--- config.mk ---
export PLATFORM = sky130hd
export DESIGN_NAME = stream_arbiter
export DESIGN_NICKNAME = d
export VERILOG_FILES = /design/src/rtl/stream_arbiter_pkg.sv /design/src/rtl/stream_arbiter_pick.sv /design/src/rtl/stream_arbiter.sv
export SDC_FILE = /design/constraint.sdc
export NUM_CORES = 1
export LEC_CHECK = 0
export ABC_AREA = 0
export BUFFER_PORTS_ARGS = -buffer_cell sky130_fd_sc_hd__buf_2
export CORE_AREA = 2 2 110 112
export CTS_CLUSTER_DIAMETER = 40
export DETAILED_ROUTE_END_ITERATION = 8
export DIE_AREA = 0 0 112 114
export PLACE_DENSITY = 0.58
export SYNTH_ARGS = -nofsm -noshare
export SYNTH_HDL_FRONTEND = slang
export SYNTH_HIERARCHICAL = 1
export SYNTH_SLANG_ARGS = --single-unit
export TNS_END_PERCENT = 50
--- constraint.sdc ---
create_clock -name clk -period 3.2 [get_ports clk]
set_input_delay 0.64 -clock clk [delete_from_list [all_inputs] [get_ports clk]]
set_output_delay 0.64 -clock clk [all_outputs]
set_load 0.03 [all_outputs]
--- src/rtl/stream_arbiter_pkg.sv ---
// Shared definitions for the stream arbiter: FSM state encoding and stats width.
package stream_arbiter_pkg;

  typedef enum logic {
    ARB_IDLE   = 1'b0,
    ARB_LOCKED = 1'b1
  } arb_state_t;

  localparam int STATS_WIDTH = 32;

endpackage

--- src/rtl/stream_arbiter_pick.sv ---
// Wrap-around first-valid search: returns the first requesting index at or
// after i_ptr, visiting i_ptr, i_ptr+1, ..., N-1, 0, ... in that order.
module rr_priority_pick #(
  parameter int N = 2,
  parameter int W = $clog2(N)
) (
  input  logic [N-1:0] i_req,
  input  logic [W-1:0] i_ptr,
  output logic [W-1:0] o_idx,
  output logic         o_vld
);

  logic [N-1:0] w_rot;
  logic [W-1:0] w_off;
  logic [W:0]   w_sum;

  // Rotate so the pointer position lands on bit 0; the lowest set bit is then the winner.
  assign w_rot = N'({i_req, i_req} >> i_ptr);

  // Lowest set bit of the rotated vector (scan downward so the smallest index wins).
  always_comb begin
    o_vld = 1'b0;
    w_off = '0;
    for (int j = N - 1; j >= 0; j--) begin
      if (w_rot[j]) begin
        o_vld = 1'b1;
        w_off = W'(j);
      end
    end
  end

  // Undo the rotation, wrapping modulo N.
  assign w_sum = {1'b0, i_ptr} + {1'b0, w_off};
  assign o_idx = (w_sum >= (W + 1)'(N)) ? W'(w_sum - (W + 1)'(N)) : w_sum[W-1:0];

endmodule

--- src/rtl/stream_arbiter.sv ---
// Packet-aware round-robin merge of N_STREAMS valid/ready streams onto one
// registered output. A stream that starts a multi-beat packet keeps the grant
// until its last beat; the round-robin pointer moves only on a last beat.
// Optional per-stream accepted-beat counters: define STREAM_ARBITER_STATS_EN.
//
//   state      | meaning
//   ARB_IDLE   | no packet in progress; grant by round-robin search from rr_ptr
//   ARB_LOCKED | mid-packet; grant pinned to lock_idx until its last beat
module stream_arbiter
  import stream_arbiter_pkg::*;
#(
  parameter int  N_STREAMS = 2,
  parameter type DATA_TYPE = logic [63:0],
  parameter int  N_BITS    = $clog2(N_STREAMS)
) (
  input  logic                 clk,
  input  logic                 rst,
  input  DATA_TYPE             i_data [N_STREAMS],
  input  logic [N_STREAMS-1:0] i_valid,
  input  logic [N_STREAMS-1:0] i_last,
  output logic [N_STREAMS-1:0] i_ready,
  output DATA_TYPE             o_data,
  output logic                 o_valid,
  output logic                 o_last,
  output logic [N_BITS-1:0]    o_sel,
  input  logic                 o_ready
`ifdef STREAM_ARBITER_STATS_EN
  ,
  output logic [STATS_WIDTH-1:0] beat_count [N_STREAMS]
`endif
);

  arb_state_t        r_state, w_state_nxt;
  logic [N_BITS-1:0] r_rr_ptr, w_rr_nxt;
  logic [N_BITS-1:0] r_lock_idx, w_lock_nxt;
  logic [N_BITS-1:0] w_pick_idx, w_gnt;
  logic              w_pick_vld, w_gnt_vld;
  logic              w_can_load, w_accept;

  DATA_TYPE          r_data;
  logic              r_valid, r_last;
  logic [N_BITS-1:0] r_sel;

  rr_priority_pick #(
    .N (N_STREAMS),
    .W (N_BITS)
  ) u_pick (
    .i_req (i_valid),
    .i_ptr (r_rr_ptr),
    .o_idx (w_pick_idx),
    .o_vld (w_pick_vld)
  );

  // The output register can take a beat when empty or being drained this cycle.
  assign w_can_load = !r_valid || o_ready;

  // Grant selection, accept decision and next FSM/pointer/lock values.
  always_comb begin
    w_state_nxt = r_state;
    w_rr_nxt    = r_rr_ptr;
    w_lock_nxt  = r_lock_idx;
    w_gnt       = w_pick_idx;
    w_gnt_vld   = w_pick_vld;
    if (r_state == ARB_LOCKED) begin
      w_gnt     = r_lock_idx;
      w_gnt_vld = i_valid[r_lock_idx];
    end
    w_accept = w_gnt_vld && w_can_load && !rst;
    if (w_accept) begin
      if (i_last[w_gnt]) begin
        w_state_nxt = ARB_IDLE;
        w_rr_nxt    = (w_gnt == N_BITS'(N_STREAMS - 1)) ? '0 : w_gnt + N_BITS'(1);
      end else begin
        w_state_nxt = ARB_LOCKED;
        w_lock_nxt  = w_gnt;
      end
    end
  end

  assign i_ready = w_accept ? (N_STREAMS'(1) << w_gnt) : '0;

  // FSM state, round-robin pointer and packet lock.
  always_ff @(posedge clk or posedge rst) begin
    if (rst) begin
      r_state    <= ARB_IDLE;
      r_rr_ptr   <= '0;
      r_lock_idx <= '0;
    end else begin
      r_state    <= w_state_nxt;
      r_rr_ptr   <= w_rr_nxt;
      r_lock_idx <= w_lock_nxt;
    end
  end

  // Registered output stage; holds its contents while downstream stalls.
  always_ff @(posedge clk or posedge rst) begin
    if (rst) begin
      r_valid <= 1'b0;
      r_last  <= 1'b0;
      r_sel   <= '0;
      r_data  <= '0;
    end else if (w_can_load) begin
      r_valid <= w_accept;
      if (w_accept) begin
        r_data <= i_data[w_gnt];
        r_last <= i_last[w_gnt];
        r_sel  <= w_gnt;
      end
    end
  end

  assign o_data  = r_data;
  assign o_valid = r_valid;
  assign o_last  = r_last;
  assign o_sel   = r_sel;

`ifdef STREAM_ARBITER_STATS_EN
  for (genvar k = 0; k < N_STREAMS; k++) begin : g_stats
    logic [STATS_WIDTH-1:0] r_cnt;

    // Saturating count of beats accepted from stream k.
    always_ff @(posedge clk or posedge rst) begin
      if (rst) begin
        r_cnt <= '0;
      end else if (i_ready[k] && (r_cnt != '1)) begin
        r_cnt <= r_cnt + 1'b1;
      end
    end

    assign beat_count[k] = r_cnt;
  end
`endif

endmodule

# Yosys cells after proc, flatten, opt, wreduce, memory -nomap -nowiden
# Cells that the tools add are included.
op_classes:
  add_sub_neg: 3
  magnitude_cmp: 4
  shift: 2
  n_mux: 16
  n_bitwise: 2
  reduce_logical: 8
op_table:
  columns: ["op", "n"]
  rows:
  - ["64-bit two-way mux", 3]
  - ["1-bit two-way mux", 12]
  - ["2-bit AND reduction", 3]
  - ["2-bit >= comparator, second input constant", 2]
  - ["1-bit by 2-bit < comparator with 1-bit output, second input constant", 2]
  - ["4-bit by 1-bit >> shifter with 2-bit output", 1]
  - ["1-bit by 1-bit adder with 2-bit output", 1]
  - ["1-bit logical AND", 2]
  - ["1-bit logical NOT", 2]
  - ["2-bit two-way mux", 1]
  - ["1-bit inverter with 2-bit output", 1]
  - ["1-bit by 1-bit << shifter with 2-bit output, first input constant", 1]
  - ["1-bit adder, second input constant", 1]
  - ["1-bit logical OR", 1]
  - ["1-bit inverter", 1]
  - ["1-bit subtractor, second input constant", 1]
word_totals:
  reg_bits: 70
  inputBits: 135
  word_cells: 42

# Depth between registers and ports, before layout
# Gate-level depths: netlist of the first run.
logic_depth:
  depth_word: 11
  mapped_depth: 7
  mapped_depth_nobuf: 5

# By module
# The synthesis of the first run kept the hierarchy.
modules_own_cells:
  columns: ["module", "instances", "cells_per_inst", "area_each_um2"]
  rows:
  - ["stream_arbiter", 1, 241, 3515.9]
  - ["rr_priority_pick", 1, 3, 21.3]

# Worst setup path after synthesis of the first run
# Ideal clock, no wire load.
synth_path:
  path_type: "input-to-output"
  start: "in i_valid[0]"
  end: "out i_ready[0]"
  t_arrival_ps: 1808
  slack_ps: 752
  cell_stages: 5
  path_buffers: 1
  path_cell_list: "inv_1 > maj3_2 > mux2i_1 > buf_2 > and2_1"
synth_via:
  elab_chain_len: 9
  word_cells_on_any_way: 16
synth_lines:
  columns: ["item", "line_no", "source"]
  rows:
  - ["start, declared", "stream_arbiter.sv:19", "input logic [N_STREAMS-1:0] i_valid,"]
  - ["4-bit by 1-bit >> shifter with 2-bit output *", "stream_arbiter_pick.sv:18", "assign w_rot = N'({i_req, i_req} >> i_ptr);"]
  - ["1-bit two-way mux", "stream_arbiter_pick.sv:25", "if (w_rot[j]) begin"]
  - ["1-bit two-way mux *", "stream_arbiter_pick.sv:25", null]
  - ["1-bit by 1-bit adder with 2-bit output *", "stream_arbiter_pick.sv:33", "assign w_sum = {1'b0, i_ptr} + {1'b0, w_off};"]
  - ["2-bit >= comparator / 1-bit subtractor (equally long branches)", "stream_arbiter_pick.sv:34", "assign o_idx = (w_sum >= (W + 1)'(N)) ? W'(w_sum - (W + 1)'(N)) : w_sum[W-1:0];"]
  - ["1-bit two-way mux *", "stream_arbiter_pick.sv:34", null]
  - ["via w_pick_idx", "stream_arbiter.sv:36", "logic [N_BITS-1:0] w_pick_idx, w_gnt;"]
  - ["1-bit two-way mux *", "stream_arbiter.sv:64", "if (r_state == ARB_LOCKED) begin"]
  - ["1-bit by 1-bit << shifter with 2-bit output *", "stream_arbiter.sv:80", "assign i_ready = w_accept ? (N_STREAMS'(1) << w_gnt) : '0;"]
  - ["2-bit two-way mux *", "stream_arbiter.sv:80", null]
  - ["end, declared", "stream_arbiter.sv:21", "output logic [N_STREAMS-1:0] i_ready,"]
# Mark *: on every way through the listed nets, which the timed path passes. The rest lies on a longest branch. The select of a mux whose other input is x is not followed.

# Worst setup path in the final report of the first run
layout_path:
  start: "in i_valid[1]"
  end: "out i_ready[0]"
layout_via:
  word_cells_on_any_way: 16
layout_lines:
  columns: ["item", "line_no", "source"]
  rows:
  - ["4-bit by 1-bit >> shifter with 2-bit output *", "stream_arbiter_pick.sv:18", null]
  - ["1-bit two-way mux", "stream_arbiter_pick.sv:25", null]
  - ["1-bit two-way mux *", "stream_arbiter_pick.sv:25", null]
  - ["via w_pick_vld", "stream_arbiter.sv:37", "logic w_pick_vld, w_gnt_vld;"]
  - ["1-bit two-way mux *", "stream_arbiter.sv:64", null]
  - ["1-bit logical AND * (2 in a row)", "stream_arbiter.sv:68", "w_accept = w_gnt_vld && w_can_load && !rst;"]
  - ["2-bit two-way mux *", "stream_arbiter.sv:80", null]
# Marked as above.

==> results.json, run 1 <==
{
  "path_cells": "buf_2 -> or2_2 -> o21ba_2 -> o211a_4 -> and2_1 -> buf_2",
  "criticalPathCategory": "input port to output pin",
  "grt_max_degree": 69,
  "leakage_nw": 2.46,
  "min_period_ps": 2370,
  "required_ps": 2560,
  "path_max_fanout": 5,
  "slew_headroom": 0.384,
  "tightest_slew_ps": 924,
  "cp-start-kind": "input port",
  "worst-path-buf-inv": 2,
  "die-area_um2": 12800,
  "synthCells": 244,
  "ctsResizeCount": 0,
  "num_rows": 40,
  "finalHoldViolCount": 0,
  "fmax_mhz": 422,
  "status": "finished, final reports clean",
  "crit_slowest_cell": "or2_2",
  "diodes": 0,
  "drive_gt1_frac": 0.790,
  "start_util": 0.302,
  "synth-seq-area-share": 0.495,
  "areaGrowthSynthToFinish_pct": 42.3,
  "fin_crit_sh": 0.740,
  "setup_viol": 0,
  "port_buffers": 203,
  "clk_latency_ps": 330,
  "drv_cap": 0,
  "finalSetupTns_ps": 0,
  "finalNetCount": 582,
  "synthesis.area_um2": 3540,
  "grt-ovfl-total": 0,
  "synth_fp_nets": 379,
  "end_kind": "output pin",
  "drt_iter0_markers": 82,
  "dr.pass1.iters": 4,
  "arrival_ps": 1730,
  "dieHeight_um": 114,
  "avgSynthCellArea_um2": 14.5,
  "grt_usage": 0.127,
  "cts_tree": "done",
  "clk_pin_slew_ps": 60,
  "grt_pass1_vias": 2704,
  "multiInputGateArea_um2": 1690,
  "clock_sinks": 70,
  "ios": 204,
  "clock_skew_ps": 9.20,
  "wire_per_inst_um": 13.3,
  "clock_path_buffers": 2,
  "final_cell_mix": "buf_2 (203), mux2_2 (119), dfrtp_1 (70)",
  "viasPerCell": 4.47,
  "cts-root-buf": "clkbuf_16",
  "total_power_mw": 5.35,
  "drcViolationCount": 0,
  "seq_area_um2": 1750,
  "cpLargestDelayFamily": "simple AND/OR/NAND/NOR gates",
  "core_um2": 11700,
  "fillCellCount": 1142,
  "final_max_slew_viol_count": 0,
  "hold_class": "input port to asynchronous set/reset pin",
  "cts_setup_buffers": 0,
  "ys_warn_count": 6,
  "grt_pass1_wl_mm": 12.9,
  "path_common_cell": "buf_2",
  "dieWidth_um": 112,
  "ant_nets": 0,
  "finalWirelength_mm": 7.96,
  "layout_commonest_cell": "buf_2",
  "p_per_area_nw_per_um2": 1060,
  "hpwlAfterDp_mm": 5.98,
  "rsz0062_at_grt": "no",
  "hold_buffers": 0,
  "ys_ff_latch": 70,
  "slowest_delay_ps": 280,
  "routabilityCongestion": 0.680,
  "cts_made_buffers": 9,
  "htreeDepth": 3,
  "antenna_found_initial": 0,
  "ir_worst_vdd_uv": 460,
  "yosysUniqueCellTypes": 22,
  "vias": 2678
}
[worst paths after layout]
kind	from	slack, ps	depth (start not counted)	to
max reg2reg	r_rr_ptr	980	5	o_data[63]
max in group asynchronous	rst	2130	3	o_data[54]
min	rst	420	2	o_data[27]
max	i_valid[1]	830	6	i_ready[0]
min in group clk	o_data[53]	500	1	o_data[53]
min reg2reg	o_data[53]	500	1	o_data[53]
[per-layer routing]
| layer | wire [um] | track usage | share of wire | up-vias |
|---|---|---|---|---|
| met5 | 0 | 0 | 0 | - |
| met4 | 125 | 0.0537 | 0.016 | 0 |
| met3 | 662 | 0.0356 | 0.083 | 9 |
| met2 | 4080 | 0.221 | 0.51 | 107 |
| met1 | 3090 | 0.148 | 0.39 | 1284 |
| li1 | - | - | - | 1278 |
[cell type report]
type	count	share of cell area
sequential	70	0.348
clock inverter	4	0.0139
inverter	6	0.00447
clock buffer	12	0.0490
multi-input combinational	153	0.335
tap	147	0.0365
timing repair buffer	207	0.213
[worst register-to-register path: stages (launching register included)]
cell,delay (ps)
dfrtp_1,400
maj3_2,350
mux2i_4,240
buf_4,430
mux2_2,420
mux2_2,260
[state kept, by name (all words and copies together), names as in the netlist]
| register | cells |
|---|---|
| r_rr_ptr | 1 |
| o_valid | 1 |
| r_lock_idx | 1 |
| o_sel | 1 |
| r_state | 1 |
| o_data | 64 |
| o_last | 1 |
[synthesized netlist by cell type]
cell type	instances	share of area
nor2_1	5	0.0053
or2_2	1	0.0018
o211ai_1	1	0.0021
nand2_1	1	0.0011
mux2i_1	4	0.011
and3_1	1	0.0018
dfrtp_1	70	0.50
mux2_2	119	0.38
inv_1	6	0.0064
nand2b_1	1	0.0018
o211a_1	1	0.0028
a31oi_1	1	0.0018
a211oi_1	1	0.0021
o2111ai_1	1	0.0025
buf_6	3	0.0096
mux2_4	11	0.047
o21ba_2	1	0.0028
a221oi_1	1	0.0025
nor2b_1	1	0.0018
and2_1	1	0.0018
maj3_2	1	0.0032
buf_2	12	0.017
[through the flow]
step	setup WS, ps	area, um^2	util	hold slack, ps	cells
2_1_floorplan	752	3540	-	533	244
3_3_place_gp	648	4720	0.403	487	583
3_5_place_dp	585	4720	0.403	490	583
4_1_cts	818	5030	0.430	438	599
5_1_grt	755	5030	0.430	467	599
6_report	832	5030	0.430	417	599
[where the power goes]
group	internal [mW]	leakage, nW	switching, mW
Clock	0.701	0.157	0.353
Sequential	1.34	0.825	0.226
Combinational	1.16	1.48	1.57
Total	3.20	2.46	2.15
[logic make-up after synthesis]
kind of cell / share of synthesized area
AOI/OAI and AO/OA: 0.0166
adders and majority gates: 0.00318
and+or+nand+nor: 0.0152
muxes: 0.437
DFF: 0.495
buffers and inverters: 0.0329
No activity file was read; power rests on OpenSTA's default activity.
==> inputs of run 2 (changes only) <==
==> constraint.sdc (replaced) <==
create_clock -name clk -period 2.2 [get_ports clk]
set_input_delay 0.44 -clock clk [delete_from_list [all_inputs] [get_ports clk]]
set_output_delay 0.44 -clock clk [all_outputs]
set_load 0.03 [all_outputs]
==> results.json, run 2 (synthesis gave the netlist of run 1 again) <==
{
  "grt_pass1_wl_mm": 13.9,
  "start_util": 0.302,
  "dr.pass1.iters": 2,
  "drive_gt1_frac": 0.794,
  "grt_max_degree": 28,
  "wl_met2_mm": 4.39,
  "grt_usage": 0.138,
  "rsz0062_at_grt": "yes",
  "clk_pin_slew_ps": 50,
  "postLayoutCoreUtil": 0.442,
  "path_max_fanout": 4,
  "tightest_slew_ps": 498,
  "core_um2": 11700,
  "worst-path-buf-inv": 2,
  "hold_class": "input port to asynchronous set/reset pin",
  "final_cell_area_um2": 5170,
  "fin_crit_sh": 0.987,
  "cp-start-kind": "register",
  "clk_latency_ps": 330,
  "grt_pass1_vias": 2895,
  "hold_buffers": 0,
  "path_cells": "maj3_2 -> mux2i_4 -> buf_12 -> and2_4 -> buf_6",
  "largest_reg_flops": 64,
  "drt_iter0_markers": 66,
  "place_area_um2": 4790,
  "finalWirelength_mm": 8.61,
  "highest_layer": "met4",
  "port_buffers": 203,
  "drv_cap": 0,
  "end_kind": "output pin",
  "final_cell_mix": "buf_2 (202), mux2_2 (119), dfrtp_1 (70)",
  "slew_headroom": 0.667,
  "cpLargestDelayFamily": "flip-flops",
  "antenna_found_initial": 0,
  "die-area_um2": 12800,
  "drcViolationCount": 0,
  "areaGrowthSynthToFinish_pct": 46.2,
  "clock_skew_ps": 5.79,
  "finalHoldViolCount": 0,
  "ios": 204,
  "layout_commonest_cell": "buf_2",
  "setup_viol": 0,
  "slowest_delay_ps": 400,
  "cts_tree": "done",
  "diodes": 0,
  "status": "finished, final reports clean",
  "required_ps": 1760,
  "dieHeight_um": 114,
  "crit_slowest_cell": "dfrtp_1",
  "num_rows": 40,
  "criticalPathCategory": "register to output pin",
  "finalNetCount": 596,
  "ff2ff_setup_slack_ps": 40,
  "cts-root-buf": "clkbuf_16",
  "cts_made_buffers": 9,
  "clock_sinks": 70,
  "min_period_ps": 2170,
  "viasPerCell": 4.51,
  "wl_met1_mm": 3.48,
  "htreeDepth": 3,
  "dieWidth_um": 112,
  "final_max_slew_viol_count": 0,
  "arrival_ps": 1730,
  "ant_nets": 0,
  "dr_wl_met3_um": 680,
  "fmax_mhz": 460,
  "leakage_nw": 2.54,
  "hpwlAfterDp_mm": 6.39,
  "grt-ovfl-total": 0,
  "wire_per_inst_um": 14.0,
  "routabilityCongestion": 0.703,
  "vias": 2767,
  "finalSetupTns_ps": 0,
  "p_per_area_nw_per_um2": 1530,
  "ir_worst_vdd_uv": 764,
  "clock_path_buffers": 2
}
run 2: cell types whose count changed in the layout (fill, tap and decap cells not counted), sizes merged, moves of 2 or more:
cell / previous run / this run
clkbuf: 12 / 16
buf: 207 / 220
bufinv: 2 / 0
clkinv: 2 / 0
run 2: through the flow:
stage	hold slack, ps	cells	power [mW]	worst slack [ps]
global placement	486	590	6.33	0.295
CTS	156	612	8.01	3.54
finish	151	613	7.90	28.1
global route	182	613	8.37	-51.6
detailed placement	489	590	6.40	-27.9
floorplan	533	244	5.22	152
run 2: report_power, final:
group          internal, mW  switching [mW]  total, mW
clock network         0.858           0.504       1.36
logic                  1.90            2.35       4.25
registers              1.94           0.339       2.28
total                  4.71            3.19       7.90
run 2: final cells by class:
cell class,instances,area (um^2)
tap,147,184
inverter,6,26.3
fill,1103,6540
sequential,70,1750
multi-input combinational,153,1690
clock buffer,16,282
timing repair buffer,221,1240
run 2: worst paths after layout:
kind | startpoint | endpoint | cells after the start
max reg2reg | r_rr_ptr | o_data[52] | 6
max in group asynchronous | rst | o_data[52] | 3
min in group clk | i_last[0] | r_lock_idx | 3
max | r_rr_ptr | i_ready[0] | 5
min | rst | o_data[27] | 2
min reg2reg | o_data[26] | o_data[26] | 1
run 2: what timing repair did:
| item | 4_1_cts | 5_1_grt |
|---|---|---|
| setup buffers | 5 | 1 |
| endpoints found under the setup margin | 2 | 24 |
| cloned | 1 | 0 |
| gates resized for setup | 6 | 1 |
| hold endpoints to repair | 0 | 0 |
| pin swaps | 1 | 0 |
run 2: metal layers:
layer	track usage	vias to the layer above
met5	0	-
met4	0.0317	0
met3	0.0537	8
met2	0.247	112
met1	0.157	1338
li1	-	1309
==> inputs of run 3 (changes only) <==
--- a/config.mk
+++ b/config.mk
@@ -11,7 +11,7 @@
 export CTS_CLUSTER_DIAMETER = 40
 export DETAILED_ROUTE_END_ITERATION = 8
 export DIE_AREA = 0 0 112 114
-export PLACE_DENSITY = 0.58
+export PLACE_DENSITY = 0.61
 export SYNTH_ARGS = -nofsm -noshare
 export SYNTH_HDL_FRONTEND = slang
 export SYNTH_HIERARCHICAL = 1
==> constraint.sdc (replaced) <==
create_clock -name clk -period 1.75 [get_ports clk]
set_input_delay 0.35 -clock clk [delete_from_list [all_inputs] [get_ports clk]]
set_output_delay 0.35 -clock clk [all_outputs]
set_load 0.03 [all_outputs]
==> results.json, run 3 (synthesis gave the netlist of run 1 again) <==
{
  "finalWirelength_mm": 10.1,
  "fin_cells": 625,
  "vias": 2864,
  "layout_commonest_cell": "buf_2",
  "ir_worst_vdd_uv": 816,
  "end_kind": "register",
  "grt-ovfl-total": 0,
  "largest_reg_flops": 64,
  "cp-endpoint": "o_data[32]",
  "final_max_slew_viol_count": 0,
  "whs_ps": 50.1,
  "postLayoutCoreUtil": 0.499,
  "antenna_found_initial": 0,
  "finalSetupTns_ps": -14770,
  "startpoint": "r_rr_ptr",
  "drive_gt1_frac": 0.812,
  "port_buffers": 203,
  "dieHeight_um": 114,
  "core_um2": 11700,
  "drt_iter0_markers": 84,
  "cts-root-buf": "clkbuf_16",
  "fmax_mhz": 491,
  "clock_skew_ps": 7.55,
  "p_per_area_nw_per_um2": 1990,
  "ios": 204,
  "required_ps": 1960,
  "path_max_fanout": 7,
  "fillCellCount": 1053,
  "finalHoldViolCount": 0,
  "htreeDepth": 3,
  "drcViolationCount": 0,
  "clk_pin_slew_ps": 60,
  "place_area_um2": 4830,
  "clock_path_buffers": 2,
  "grt_pass1_vias": 3001,
  "wire_per_inst_um": 16.2,
  "hold_class": "input port to asynchronous set/reset pin",
  "grt_usage": 0.152,
  "routabilityCongestion": 0.706,
  "place_ws_ps": -312,
  "die-area_um2": 12800,
  "place_inst": 594,
  "total_power_mw": 11.6,
  "num_rows": 40,
  "reg2reg_from": "r_rr_ptr",
  "clock_sinks": 70,
  "rsz0062_at_grt": "yes",
  "timing.final.ws_setup_ps": -288,
  "setup_viol": 69,
  "clk_latency_ps": 320,
  "status": "complete, but fails checks",
  "ff2ff_setup_slack_ps": -290,
  "final_cell_mix": "buf_2 (201), mux2_4 (121), dfrtp_1 (69)",
  "drv_cap": 0,
  "dr.pass1.iters": 4,
  "cts_tree": "done",
  "criticalPathCategory": "register to register",
  "slew_headroom": 0.690,
  "failed_checks": "setup timing",
  "reg2reg_depth": 7,
  "hpwlAfterDp_mm": 6.24,
  "start_util": 0.302,
  "finalNetCount": 608,
  "cts_made_buffers": 9,
  "min_period_ps": 2040,
  "regToRegEndpoint": "o_data[32]",
  "fin_crit_sh": 1.16,
  "dieWidth_um": 112,
  "cp-start-kind": "register",
  "leakage_nw": 3.14,
  "tightest_slew_ps": 465,
  "ant_nets": 0,
  "viasPerCell": 4.58,
  "grt_pass1_wl_mm": 15.2,
  "arrival_ps": 2250,
  "grt_max_degree": 29,
  "areaGrowthSynthToFinish_pct": 65.3,
  "diodes": 0,
  "final_cell_area_um2": 5850
}
## run 3: cell count changes in the layout (fill, tap and decap cells not counted), moves of 3 or more
cell      delta
clkbuf_1     -4
buf_4        +3
buf_6        +3
mux2_2     -110
buf_16       +4
mux2_4     +110
## run 3: how the worst min path moves through the flow
| stage | startpoint | to | slack, ps |
|---|---|---|---|
| 2_1_floorplan | rst | o_data[0] | 520 |
| 3_3_place_gp | rst | o_data[25] | 400 |
| 3_5_place_dp | rst | o_data[19] | 400 |
| 4_1_cts | rst | o_data[27] | 40 |
| 5_1_grt | rst | o_data[29] | 70 |
| 6_report | rst | o_data[29] | 50 |
## run 3: per-layer routing
layer | vias to the layer above | GRT usage | part of all wire
met4 | 0 | 0.0463 | 0.020
li1 | 1339 | - | -
met3 | 15 | 0.0430 | 0.056
met5 | - | 0 | 0
met1 | 1405 | 0.182 | 0.42
met2 | 105 | 0.267 | 0.51
## run 3: power breakdown
group | switching, mW | total (mW) | internal [mW]
clock network | 0.685 | 1.97 | 1.28
logic | 3.36 | 6.75 | 3.38
registers | 0.467 | 2.91 | 2.45
total | 4.51 | 11.6 | 7.11
## run 3: final cells by class
class / count / area (um^2) / area share
Multi-Input combinational cell: 153 / 2110 / 0.361
Sequential cell: 70 / 1750 / 0.300
Timing Repair Buffer: 233 / 1450 / 0.248
Clock buffer: 10 / 239 / 0.0409
Tap cell: 147 / 184 / 0.0315
Clock inverter: 6 / 85.1 / 0.0145
Inverter: 6 / 26.3 / 0.00449
## run 3: what timing repair did
item / 4_1_cts / 5_1_grt
cloned: 4 / 2
setup endpoints to repair: 67 / 69
endpoints found under the hold margin: 0 / 0
pin swaps: 1 / 2
hold buffers: 0 / 0
gates resized for setup: 81 / 49
buffers inserted: 8 / 3
## run 3: worst max-delay path, cell delays in order, from the launching register on
cell       delay, ps
dfrtp_1          380
maj3_2           340
mux2i_4          180
buf_6            150
buf_6            130
clkbuf_16        160
mux2_4           310
mux2_4           260
